[src/rtl/vga_timing_pkg.sv]
// vga_timing_pkg: shared raster timing presets and sync polarity constants
package vga_timing_pkg;
  localparam bit POL_LOW = 1'b0;
  localparam bit POL_HIGH = 1'b1;
  localparam int VGA640_H_ACTIVE = 640;
  localparam int VGA640_H_FP = 16;
  localparam int VGA640_H_SYNC = 96;
  localparam int VGA640_H_BP = 48;
  localparam int VGA640_V_ACTIVE = 480;
  localparam int VGA640_V_FP = 10;
  localparam int VGA640_V_SYNC = 2;
  localparam int VGA640_V_BP = 33;
  localparam int VGA800_H_ACTIVE = 800;
  localparam int VGA800_H_FP = 56;
  localparam int VGA800_H_SYNC = 120;
  localparam int VGA800_H_BP = 64;
  localparam int VGA800_V_ACTIVE = 600;
  localparam int VGA800_V_FP = 37;
  localparam int VGA800_V_SYNC = 6;
  localparam int VGA800_V_BP = 23;
endpackage

[src/rtl/vga_axis_counter.sv]
// vga_axis_counter: one raster axis counter with wrap, sync window and active-area decode
module vga_axis_counter import vga_timing_pkg::*; #(
  parameter int ACTIVE = VGA640_H_ACTIVE,
  parameter int FP = VGA640_H_FP,
  parameter int SYNC = VGA640_H_SYNC,
  parameter int BP = VGA640_H_BP,
  parameter bit POL = POL_LOW,
  parameter int CW = 11
) (
  input  logic          clk,
  input  logic          rst,
  input  logic          clr,
  input  logic          step,
  output logic [CW-1:0] cnt,
  output logic          wrap,
  output logic          sync,
  output logic          active
);
  localparam int TOTAL = ACTIVE + FP + SYNC + BP;
  localparam int SYNC_LO = ACTIVE + FP;
  assign wrap = int'(cnt) == TOTAL - 1;
  assign sync = (int'(cnt) >= SYNC_LO && int'(cnt) < SYNC_LO + SYNC) ? POL : ~POL;
  assign active = int'(cnt) < ACTIVE;
  always_ff @(posedge clk or posedge rst)
    if (rst) cnt <= '0;
    else if (clr) cnt <= '0;
    else if (step) cnt <= wrap ? '0 : cnt + 1'b1;
endmodule

[src/rtl/vga_timing_gen.sv]
// vga_timing_gen: parametrised raster timing generator with registered, mutually aligned outputs
module vga_timing_gen import vga_timing_pkg::*; #(
  parameter int H_ACTIVE = VGA640_H_ACTIVE,
  parameter int H_FP = VGA640_H_FP,
  parameter int H_SYNC = VGA640_H_SYNC,
  parameter int H_BP = VGA640_H_BP,
  parameter int V_ACTIVE = VGA640_V_ACTIVE,
  parameter int V_FP = VGA640_V_FP,
  parameter int V_SYNC = VGA640_V_SYNC,
  parameter int V_BP = VGA640_V_BP,
  parameter bit H_POL = POL_LOW,
  parameter bit V_POL = POL_LOW,
  parameter int CW = 11
) (
  input  logic          clk,
  input  logic          rst,
  input  logic          pix_ce,
  input  logic          en,
  output logic          hsync,
  output logic          vsync,
  output logic          de,
  output logic [CW-1:0] x,
  output logic [CW-1:0] y,
  output logic          line_start,
  output logic          frame_start
);
  localparam int H_TOTAL = H_ACTIVE + H_FP + H_SYNC + H_BP;
  localparam int V_TOTAL = V_ACTIVE + V_FP + V_SYNC + V_BP;
  if (H_SYNC == 0 || V_SYNC == 0 || H_TOTAL > 2**CW || V_TOTAL > 2**CW) begin : g_bad_params
    $error("vga_timing_gen: invalid timing parameters");
  end
  logic [CW-1:0] h_cnt, v_cnt;
  logic h_wrap, h_sync, h_act, v_sync, v_act, unused_v_wrap;
  logic h_step;
  assign h_step = pix_ce & en;
  vga_axis_counter #(.ACTIVE(H_ACTIVE), .FP(H_FP), .SYNC(H_SYNC), .BP(H_BP), .POL(H_POL), .CW(CW)) u_h (
    .clk(clk), .rst(rst), .clr(~en), .step(h_step),
    .cnt(h_cnt), .wrap(h_wrap), .sync(h_sync), .active(h_act)
  );
  vga_axis_counter #(.ACTIVE(V_ACTIVE), .FP(V_FP), .SYNC(V_SYNC), .BP(V_BP), .POL(V_POL), .CW(CW)) u_v (
    .clk(clk), .rst(rst), .clr(~en), .step(h_step & h_wrap),
    .cnt(v_cnt), .wrap(unused_v_wrap), .sync(v_sync), .active(v_act)
  );
  // en low is a synchronous return to the reset state, so the next frame restarts cleanly at (0,0)
  always_ff @(posedge clk or posedge rst)
    if (rst) begin
      hsync <= ~H_POL;
      vsync <= ~V_POL;
      de <= 1'b0;
      x <= '0;
      y <= '0;
      line_start <= 1'b0;
      frame_start <= 1'b0;
    end else if (!en) begin
      hsync <= ~H_POL;
      vsync <= ~V_POL;
      de <= 1'b0;
      x <= '0;
      y <= '0;
      line_start <= 1'b0;
      frame_start <= 1'b0;
    end else begin
      line_start <= pix_ce && h_cnt == '0;
      frame_start <= pix_ce && h_cnt == '0 && v_cnt == '0;
      if (pix_ce) begin
        hsync <= h_sync;
        vsync <= v_sync;
        de <= h_act & v_act;
        x <= h_cnt;
        y <= v_cnt;
      end
    end
endmodule

[config.mk]
export PLATFORM = sky130hd
export DESIGN_NAME = vga_timing_gen
export DESIGN_NICKNAME = d
export VERILOG_FILES = /design/src/rtl/vga_timing_pkg.sv /design/src/rtl/vga_axis_counter.sv /design/src/rtl/vga_timing_gen.sv
export SDC_FILE = /design/constraint.sdc
export NUM_CORES = 1
export LEC_CHECK = 0
export BUFFER_PORTS_ARGS = -buffer_cell sky130_fd_sc_hd__buf_2
export CAP_MARGIN = 20
export CORE_ASPECT_RATIO = 1.4
export CORE_MARGIN = 3
export CORE_UTILIZATION = 60
export CTS_BUF_LIST = sky130_fd_sc_hd__clkbuf_4 sky130_fd_sc_hd__clkbuf_8
export CTS_CLUSTER_DIAMETER = 150
export DETAILED_ROUTE_END_ITERATION = 16
export PLACE_DENSITY = 0.94
export SLEW_MARGIN = 20
export SYNTH_ARGS = -nofsm -noshare
export SYNTH_HDL_FRONTEND = slang
export SYNTH_SLANG_ARGS = --single-unit
[constraint.sdc]
create_clock -name clk -period 2.5 [get_ports clk]
set_input_delay 0.375 -clock clk [delete_from_list [all_inputs] [get_ports clk]]
set_output_delay 0.375 -clock clk [all_outputs]
set_load 0.05 [all_outputs]
* After elaboration in Yosys (flattened, before gate mapping)
Cells that the tools add are included.
** Word-level totals
- Bits in registers :: 49
- Input port bits :: 4
- Output and inout bits :: 27
- Word-level logic and storage cells :: 51
** Cells by class
- $add $sub $neg :: 2
- Magnitude comparators :: 6
- Eq/ne operators :: 5
- Multiplexer cells :: 20
- Bitwise operators :: 3
- Reduce and logical (&&, ||, !) cells :: 6
** Operator list (count)
- two-way mux 11 bit :: 10
- adder 11 x 1 -> 11 bit (second input constant) :: 2
- == test 11 bit (second input constant) :: 2
- zero test 11 bit :: 2
- less-than comparator 11 x 10 -> 1 bit (second input constant) :: 2
- less-than comparator 11 x 9 -> 1 bit (second input constant) :: 2
- greater-or-equal comparator 11 x 10 -> 1 bit (second input constant) :: 1
- greater-or-equal comparator 11 x 9 -> 1 bit (second input constant) :: 1
- two-way mux 1 bit :: 10
- logical AND 1 bit :: 4
- inequality test 2 x 1 -> 1 bit (second input constant) :: 2
- bitwise AND 1 bit :: 3
- inequality test 2 bit (second input constant) :: 1

* Longest topological paths before layout
Gate-level depths: netlist (run 1).
- Word-level depth :: 5
- Mapped depth :: 7
- Mapped depth without buffers :: 6

* Hierarchy
From an unflattened synthesis (run 1), not the netlist that was laid out.
** Second synthesis, totals
- Cells, all modules :: 242
- Area total of the unflattened synthesis :: 2527.4 µm²
** Modules (own cells, without submodules)
- vga_timing_gen :: times used 1, cells an instance 95, area each 1133.6 µm²
- vga_axis_counter (u_v) :: times used 1, cells an instance 72, area each 699.4 µm²
- vga_axis_counter (u_h) :: times used 1, cells an instance 75, area each 694.4 µm²

* Least setup slack after synthesis (run 1)
Ideal clock, no wire load.
- Kind :: reg2reg
- From :: reg u_h.cnt[0]
- To :: reg u_v.cnt[2]
- Setup time :: 0.082 ns
- Arrival time :: 1.611 ns
- Data required time :: 2.418 ns
- Slack :: 0.807 ns
- Cell stages (with the launch flop) :: 7
- Path buffers :: 1
- Clock period less this slack :: 1.693 ns
- Cells stage by stage :: dfrtp_1 -> ha_1 -> nand4_1 -> nor4_4 -> buf_6 -> nand3b_1 -> a31oi_1
** Between the ends
- Word-level cells in the longest chain between the ends :: 3
** RTL lines
- from (decl) :: RTL line vga_axis_counter.sv:14 : output logic [CW-1:0] cnt,
- from (signal assigned) :: RTL line vga_axis_counter.sv:27 : else if (step) cnt <= wrap ? '0 : cnt + 1'b1;
- == test 11 bit :: RTL line vga_axis_counter.sv:21 : assign wrap = int'(cnt) == TOTAL - 1;
- bitwise AND 1 bit :: RTL line vga_timing_gen.sv:41 : .clk(clk), .rst(rst), .clr(~en), .step(h_step & h_wrap),
- inequality test 2 x 1 -> 1 bit (no source line)
- to (signal assigned) :: RTL line vga_axis_counter.sv:27
- to (decl) :: RTL line vga_axis_counter.sv:14
Every way passes these cells.
A chain may end at the register's enable or synchronous reset.

* Final worst setup path (run 1)
- From :: reg u_h.cnt[0]
- To :: reg u_v.cnt[6]
Same word-level chain as after synthesis.

==> results.yml, run 1 <==
status:
  status: "finished clean"
clocking:
  cts-root-buf: "clkbuf_8"
  clk_path_buf_depth: 2
  clock_latency_ps: 300
  cts.clk_slew.worst_paths_ps: 80
  htreeDepth: 2
  postCtsHoldBufs: 0
  cts_resized: 0
  cts_tree: "yes"
  cts_buffers: 5
  cts.sinks: 49
  cts_setup_buffers: 0
sta:
  setup_viol: 0
  slew_viol_final: 0
  fin_tns_setup_ps: 0
  finalHoldViolCount: 0
  relSlewSlack_pct: 59.7
  worst_slack_ps: 267
  min_period_ps: 2230
  hold_slack_ps: 58.0
  worstMarginPinSlew_ps: 599
  finalCritPeriodShare_pct: 89.3
  rsz0062_at_grt: "false"
  max_freq_mhz: 448
  skew_ps: 6.63
pwr:
  comb_power_share_pct: 7.9
  switching_share_pct: 23.1
  power_switching_mw: 0.320
  internal_power_mw: 1.07
  leakage_nw: 1.33
  powerDensity_nw_per_um2: 479
  seq_power_share_pct: 58.0
  ir_drop_uv: 455
  clockPowerShare_pct: 34.1
placement:
  gp_congestion: 0.909
  preCtsSetupSlack_ps: 295
  place_inst: 329
  dp_hpwl_mm: 3.90
  numPortBuffers: 30
worst_setup_path:
  crit_slowest_cell: "nor4_4"
  r2r_start: "u_h.cnt[0]$_DFFE_PP0P_"
  r2r_slack_ps: 270
  worst-path-max-fanout: 12
  reg2reg_to: "u_v.cnt[6]$_DFFE_PP0P_"
  path_depth: 5
  end_kind: "flop"
  crit_chain: "ha_1 -> nand4_1 -> nor4_4 -> nand2_1 -> o31ai_1"
  crit_start: "u_h.cnt[0]$_DFFE_PP0P_"
  endpoint: "u_v.cnt[6]$_DFFE_PP0P_"
  cp.required_ps: 2710
  critical_path_class: "flop to flop"
  cp_top_family: "simple AND/OR/NAND/NOR gates"
  crit_buf_inv: 0
  max_stage_delay_ps: 640
  ff2ff_path_depth: 5
  worstPathArrival_ps: 2440
  crit_path_start_kind: "flop"
synth:
  ys_seq_area_share_pct: 46.6
  ys.flop_type: "dfrtp_1"
  synth_cell_types: 48
  yosysWarnings: 0
  syn-instance-count: 257
  netlist_area_um2: 2640
  synth-edff-count: 0
  async_flop_share_pct: 100
  syn_nets: 266
  synth_seq_cells: 49
  syn_avg_cell_area_um2: 10.3
global_route:
  grt_pass1_wl_mm: 9.76
  grt-ovfl-total: 0
  antenna_found_initial: 0
  grtUsageTotal_pct: 24.4
  grt_start_max_net_pins: 37
  grt_pass1_vias: 2152
worst_hold_path:
  min_path_type: "primary input to asynchronous set/reset pin"
floorplanning:
  rows: 27
  die_w_um: 62.0
  fp.coreArea_um2: 4090
  die_area_um2: 5230
  ios: 31
  die_h_um: 84.4
  initial_core_util_pct: 64.5
detailed_routing:
  routedWlPerCell_um: 16.7
  vias: 2110
  route.detailed.drc: 0
  dr.pass1.iters: 4
  via_per_inst: 6.26
  routed_wl_mm: 5.62
  final_antenna_net_count: 0
  drt_iter0_markers: 118
cells_and_area:
  fin_util_pct: 70.8
  nets: 287
  finalNonFillerCells: 337
  diodes: 0
  fillCellCount: 279
  layout-drive-gt1-share_pct: 19.7
  syn2layout_area_growth_pct: 9.78
run:
  maxCapViolCount: 0
-- layer usage --
metal	global-route usage, %	wire (µm)	vias up
li1	-	-	977
met1	29.2	2140	1009
met5	0	0	-
met4	13.1	193	0
met2	39.2	2970	102
met3	5.69	321	22
-- worst register-to-register path, cell delays in order, from the launching register on --
cell and delay [ps]:
dfrtp_1 420, ha_1 300, nand4_1 280, nor4_4 640
nand2_1 220, o31ai_1 280
-- final cells by class --
cell class / count / area (µm²) / share of cell area (%)
Inverter: 6 / 22.5 / 0.779
Clock buffer: 8 / 91.3 / 3.16
Sequential cell: 49 / 1230 / 42.5
Tap cell: 58 / 72.6 / 2.51
Multi-Input combinational cell: 178 / 1270 / 43.8
Timing Repair Buffer: 38 / 210 / 7.27
-- registers in the layout (all words and copies together), names as in the netlist --
register     cells
hsync            1
de               1
y               11
u_v.cnt         11
u_h.cnt         11
vsync            1
x               11
frame_start      1
line_start       1
-- Yosys cell counts, types with 2 or more instances --
library cell	count	share of area [%]
and4_1	7	2.3
a21oi_1	4	0.76
a31oi_1	14	3.3
nor2b_1	24	5.7
nand4_1	7	1.7
dfrtp_1	47	45
nand2b_1	5	1.2
dfstp_2	2	2.0
nor2_1	4	0.57
buf_6	2	0.85
nand3_1	14	2.7
xnor2_1	2	0.66
buf_2	6	1.1
nor3_1	7	1.3
o21ai_0	6	1.1
a32oi_1	4	1.3
o21ai_1	2	0.38
ha_1	5	2.4
inv_1	6	0.85
and2_1	4	0.95
a41oi_1	2	0.66
o31ai_1	4	1.1
and3_1	4	0.95
nand4b_1	2	0.66
mux2i_1	22	8.4
nand2_1	15	2.1
clkbuf_1	14	2.0
a21boi_0	2	0.57
-- metrics by stage --
step | area (µm²) | power, mW
finish | 2890 | 1.39
CTS | 2890 | 1.39
global route | 2890 | 1.44
floorplan | 2640 | 0.902
global placement | 2800 | 0.928
detailed placement | 2800 | 0.930
-- power groups by stage --
stage / clock network [mW] / registers [mW] / logic, mW
2_1_floorplan: 0 / 0.837 / 0.0651
3_3_place_gp: 0 / 0.820 / 0.109
3_5_place_dp: 0 / 0.820 / 0.110
4_1_cts: 0.480 / 0.804 / 0.110
5_1_grt: 0.516 / 0.806 / 0.120
6_report: 0.472 / 0.804 / 0.109
-- cell usage in the layout, fill, tap and decap left out, types with 2 or more instances in the layout --
cell type | netlist | final
dfrtp_1 | 47 | 47
buf_2 | 6 | 30
nor2b_1 | 24 | 24
mux2i_1 | 22 | 22
nand2_1 | 15 | 15
nand3_1 | 14 | 14
a31oi_1 | 14 | 14
buf_4 | 1 | 8
nand4_1 | 7 | 7
and4_1 | 7 | 7
nor3_1 | 7 | 7
o21ai_0 | 6 | 6
inv_1 | 6 | 5
nand2b_1 | 5 | 5
ha_1 | 5 | 5
clkbuf_8 | 0 | 5
nor2_1 | 4 | 4
a32oi_1 | 4 | 4
and3_1 | 4 | 4
and2_1 | 4 | 4
a21oi_1 | 4 | 4
o31ai_1 | 4 | 4
clkbuf_4 | 0 | 3
nand4b_1 | 2 | 2
a21boi_0 | 2 | 2
xnor2_1 | 2 | 2
a41oi_1 | 2 | 2
o21ai_1 | 2 | 2
dfstp_2 | 2 | 2
-- cells by family after synthesis --
logic type | count (synthesis) | synth area share (%)
muxes | 23 | 8.78
xor gates and xnor gates | 2 | 0.665
DFF | 49 | 46.6
buffers and inverters | 30 | 5.27
adders and majority gates | 5 | 2.37
AOI/OAI and AO/OA | 44 | 11.9
and+or+nand+nor | 104 | 24.4
-- how the worst min path moves through the flow --
| stage | startpoint | end | slack, ps |
|---|---|---|---|
| after CTS | rst | x[6]$_DFFE_PP0P_ | 70 |
| final | rst | x[6]$_DFFE_PP0P_ | 60 |
| after detailed placement | rst | x[0]$_DFFE_PP0P_ | 390 |
| after floorplan | u_v.cnt[8]$_DFFE_PP0P_ | u_v.cnt[8]$_DFFE_PP0P_ | 500 |
| after global placement | rst | y[7]$_DFFE_PP0P_ | 390 |
| after global routing | rst | x[6]$_DFFE_PP0P_ | 70 |
Power figures use the tool's default switching activity.
==> run 2: changes to the inputs <==
- BUFFER_PORTS_ARGS: -buffer_cell sky130_fd_sc_hd__buf_2 -> -buffer_cell sky130_fd_sc_hd__buf_4
==> run 2 against run 1 <==
Net effect: clock skew rose by 4.7 ps; cell area rose by 2.0%; sequential power barely moved; clock-buffer cell count is the same; global-route usage decreased by 0.93 points; register-to-register slack improved by 190 ps; setup slack better by 190 ps; non-clock buffer count is 3 lower; core utilization up 1.4 points; fmax up 9.2%.
==> results.yml, run 2 (synthesized netlist as in run 1, its figures left out) <==
status:
  status: "finished clean"
sta:
  finalCritPeriodShare_pct: 81.8
  min_period_ps: 2040
  setup_viol: 0
  slew_viol_final: 0
  relSlewSlack_pct: 59.6
  skew_ps: 11.4
  fin_tns_setup_ps: 0
  max_freq_mhz: 489
  finalHoldViolCount: 0
  worstMarginPinSlew_ps: 606
  rsz0062_at_grt: "false"
  hold_slack_ps: 229
clocking:
  cts.sinks: 49
  postCtsHoldBufs: 0
  cts_buffers: 5
  cts_setup_buffers: 0
  cts_tree: "yes"
  cts_resized: 0
  cts.clk_slew.worst_paths_ps: 90
  clock_latency_ps: 300
  htreeDepth: 2
  clk_path_buf_depth: 2
  cts-root-buf: "clkbuf_8"
pwr:
  internal_power_mw: 1.08
  seq_power_share_pct: 57.3
  powerDensity_nw_per_um2: 476
  ir_drop_uv: 271
  leakage_nw: 1.33
  comb_power_share_pct: 7.8
  clockPowerShare_pct: 34.9
  switching_share_pct: 23.0
  power_switching_mw: 0.323
detailed_routing:
  routedWlPerCell_um: 16.8
  drt_iter0_markers: 121
  routed_wl_mm: 5.62
  route.detailed.drc: 0
  dr.pass1.iters: 5
  vias: 2081
  final_antenna_net_count: 0
  via_per_inst: 6.23
cells_and_area:
  syn2layout_area_growth_pct: 12.0
  finalNonFillerCells: 334
  final_common_cell: "dfrtp_1"
  final_cell_mix: "47 x dfrtp_1, 35 x buf_4, 24 x nor2b_1"
  diodes: 0
  nets: 284
  fillCellCount: 296
  fin_area_um2: 2950
  layout-drive-gt1-share_pct: 18.8
global_route:
  grt_pass1_vias: 2039
  grtUsageTotal_pct: 23.5
  grt-ovfl-total: 0
  grt_pass1_wl_mm: 9.47
  grt_start_max_net_pins: 50
  antenna_found_initial: 0
placement:
  gp_congestion: 0.920
  place_inst: 326
  numPortBuffers: 30
  dp_hpwl_mm: 3.76
  place_area_um2: 2850
floorplanning:
  die_h_um: 84.4
  die_w_um: 62.0
  rows: 27
  fp.coreArea_um2: 4090
  die_area_um2: 5230
  ios: 31
  initial_core_util_pct: 64.5
worst_setup_path:
  crit_path_start_kind: "flop"
  cp.required_ps: 2710
  critical_path_class: "flop to flop"
  worstPathArrival_ps: 2250
  crit_start: "u_h.cnt[0]$_DFFE_PP0P_"
  ff2ff_path_depth: 5
  end_kind: "flop"
  r2r_start: "u_h.cnt[0]$_DFFE_PP0P_"
  worst-path-max-fanout: 7
run:
  maxCapViolCount: 0
worst_hold_path:
  min_path_type: "primary input to asynchronous set/reset pin"
run 2: cell count changes in the layout (fill, tap and decap cells not counted), sizes merged:
cell,change
buf,-3
run 2: layer usage:
layer / vias up / part of all wire [%] / global-route usage [%] / wire length [µm]
li1: 973 / - / - / -
met1: 1005 / 40 / 29.9 / 2240
met2: 82 / 52 / 38.7 / 2900
met3: 21 / 4.8 / 3.38 / 271
met4: 0 / 3.6 / 9.65 / 203
met5: - / 0 / 0 / 0
run 2: worst paths after layout:
check                      slack (ps)                     end
hold reg to reg                   520       hsync$_DFFE_PP1P_
max in group asynchronous        1860  u_v.cnt[9]$_DFFE_PP0P_
setup reg to reg                  460  u_v.cnt[3]$_DFFE_PP0P_
hold / removal                    230  u_v.cnt[7]$_DFFE_PP0P_
setup / recovery                  460  u_v.cnt[3]$_DFFE_PP0P_
min in group clk                  460       vsync$_DFFE_PP1P_
run 2: power by group through the flow:
stage | registers, mW | logic (mW) | clock network (mW)
CTS | 0.805 | 0.111 | 0.500
global route | 0.807 | 0.120 | 0.532
global placement | 0.821 | 0.109 | 0
floorplan | 0.837 | 0.0651 | 0
detailed placement | 0.821 | 0.110 | 0
finish | 0.805 | 0.110 | 0.491
run 2: cell type report:
type / count / area, µm² / share of cell area (%)
Multi-Input combinational cell: 178 / 1270 / 42.9
Sequential cell: 49 / 1230 / 41.6
Timing Repair Buffer: 35 / 263 / 8.90
Clock buffer: 8 / 97.6 / 3.31
Tap cell: 58 / 72.6 / 2.46
Inverter: 6 / 22.5 / 0.763
run 2: stage by stage:
stage,util (%),worst slack (ps),power [mW]
2_1_floorplan,-,807,0.902
3_3_place_gp,69.8,590,0.930
3_5_place_dp,69.8,484,0.931
4_1_cts,72.2,470,1.42
5_1_grt,72.2,276,1.46
6_report,72.2,456,1.41
run 2: critical path, stage by stage (launching register included):
cell and delay, ps:
dfrtp_1 410, ha_1 300, nand4_1 280, nor4_4 490, nand2_1 190, o31ai_1 280
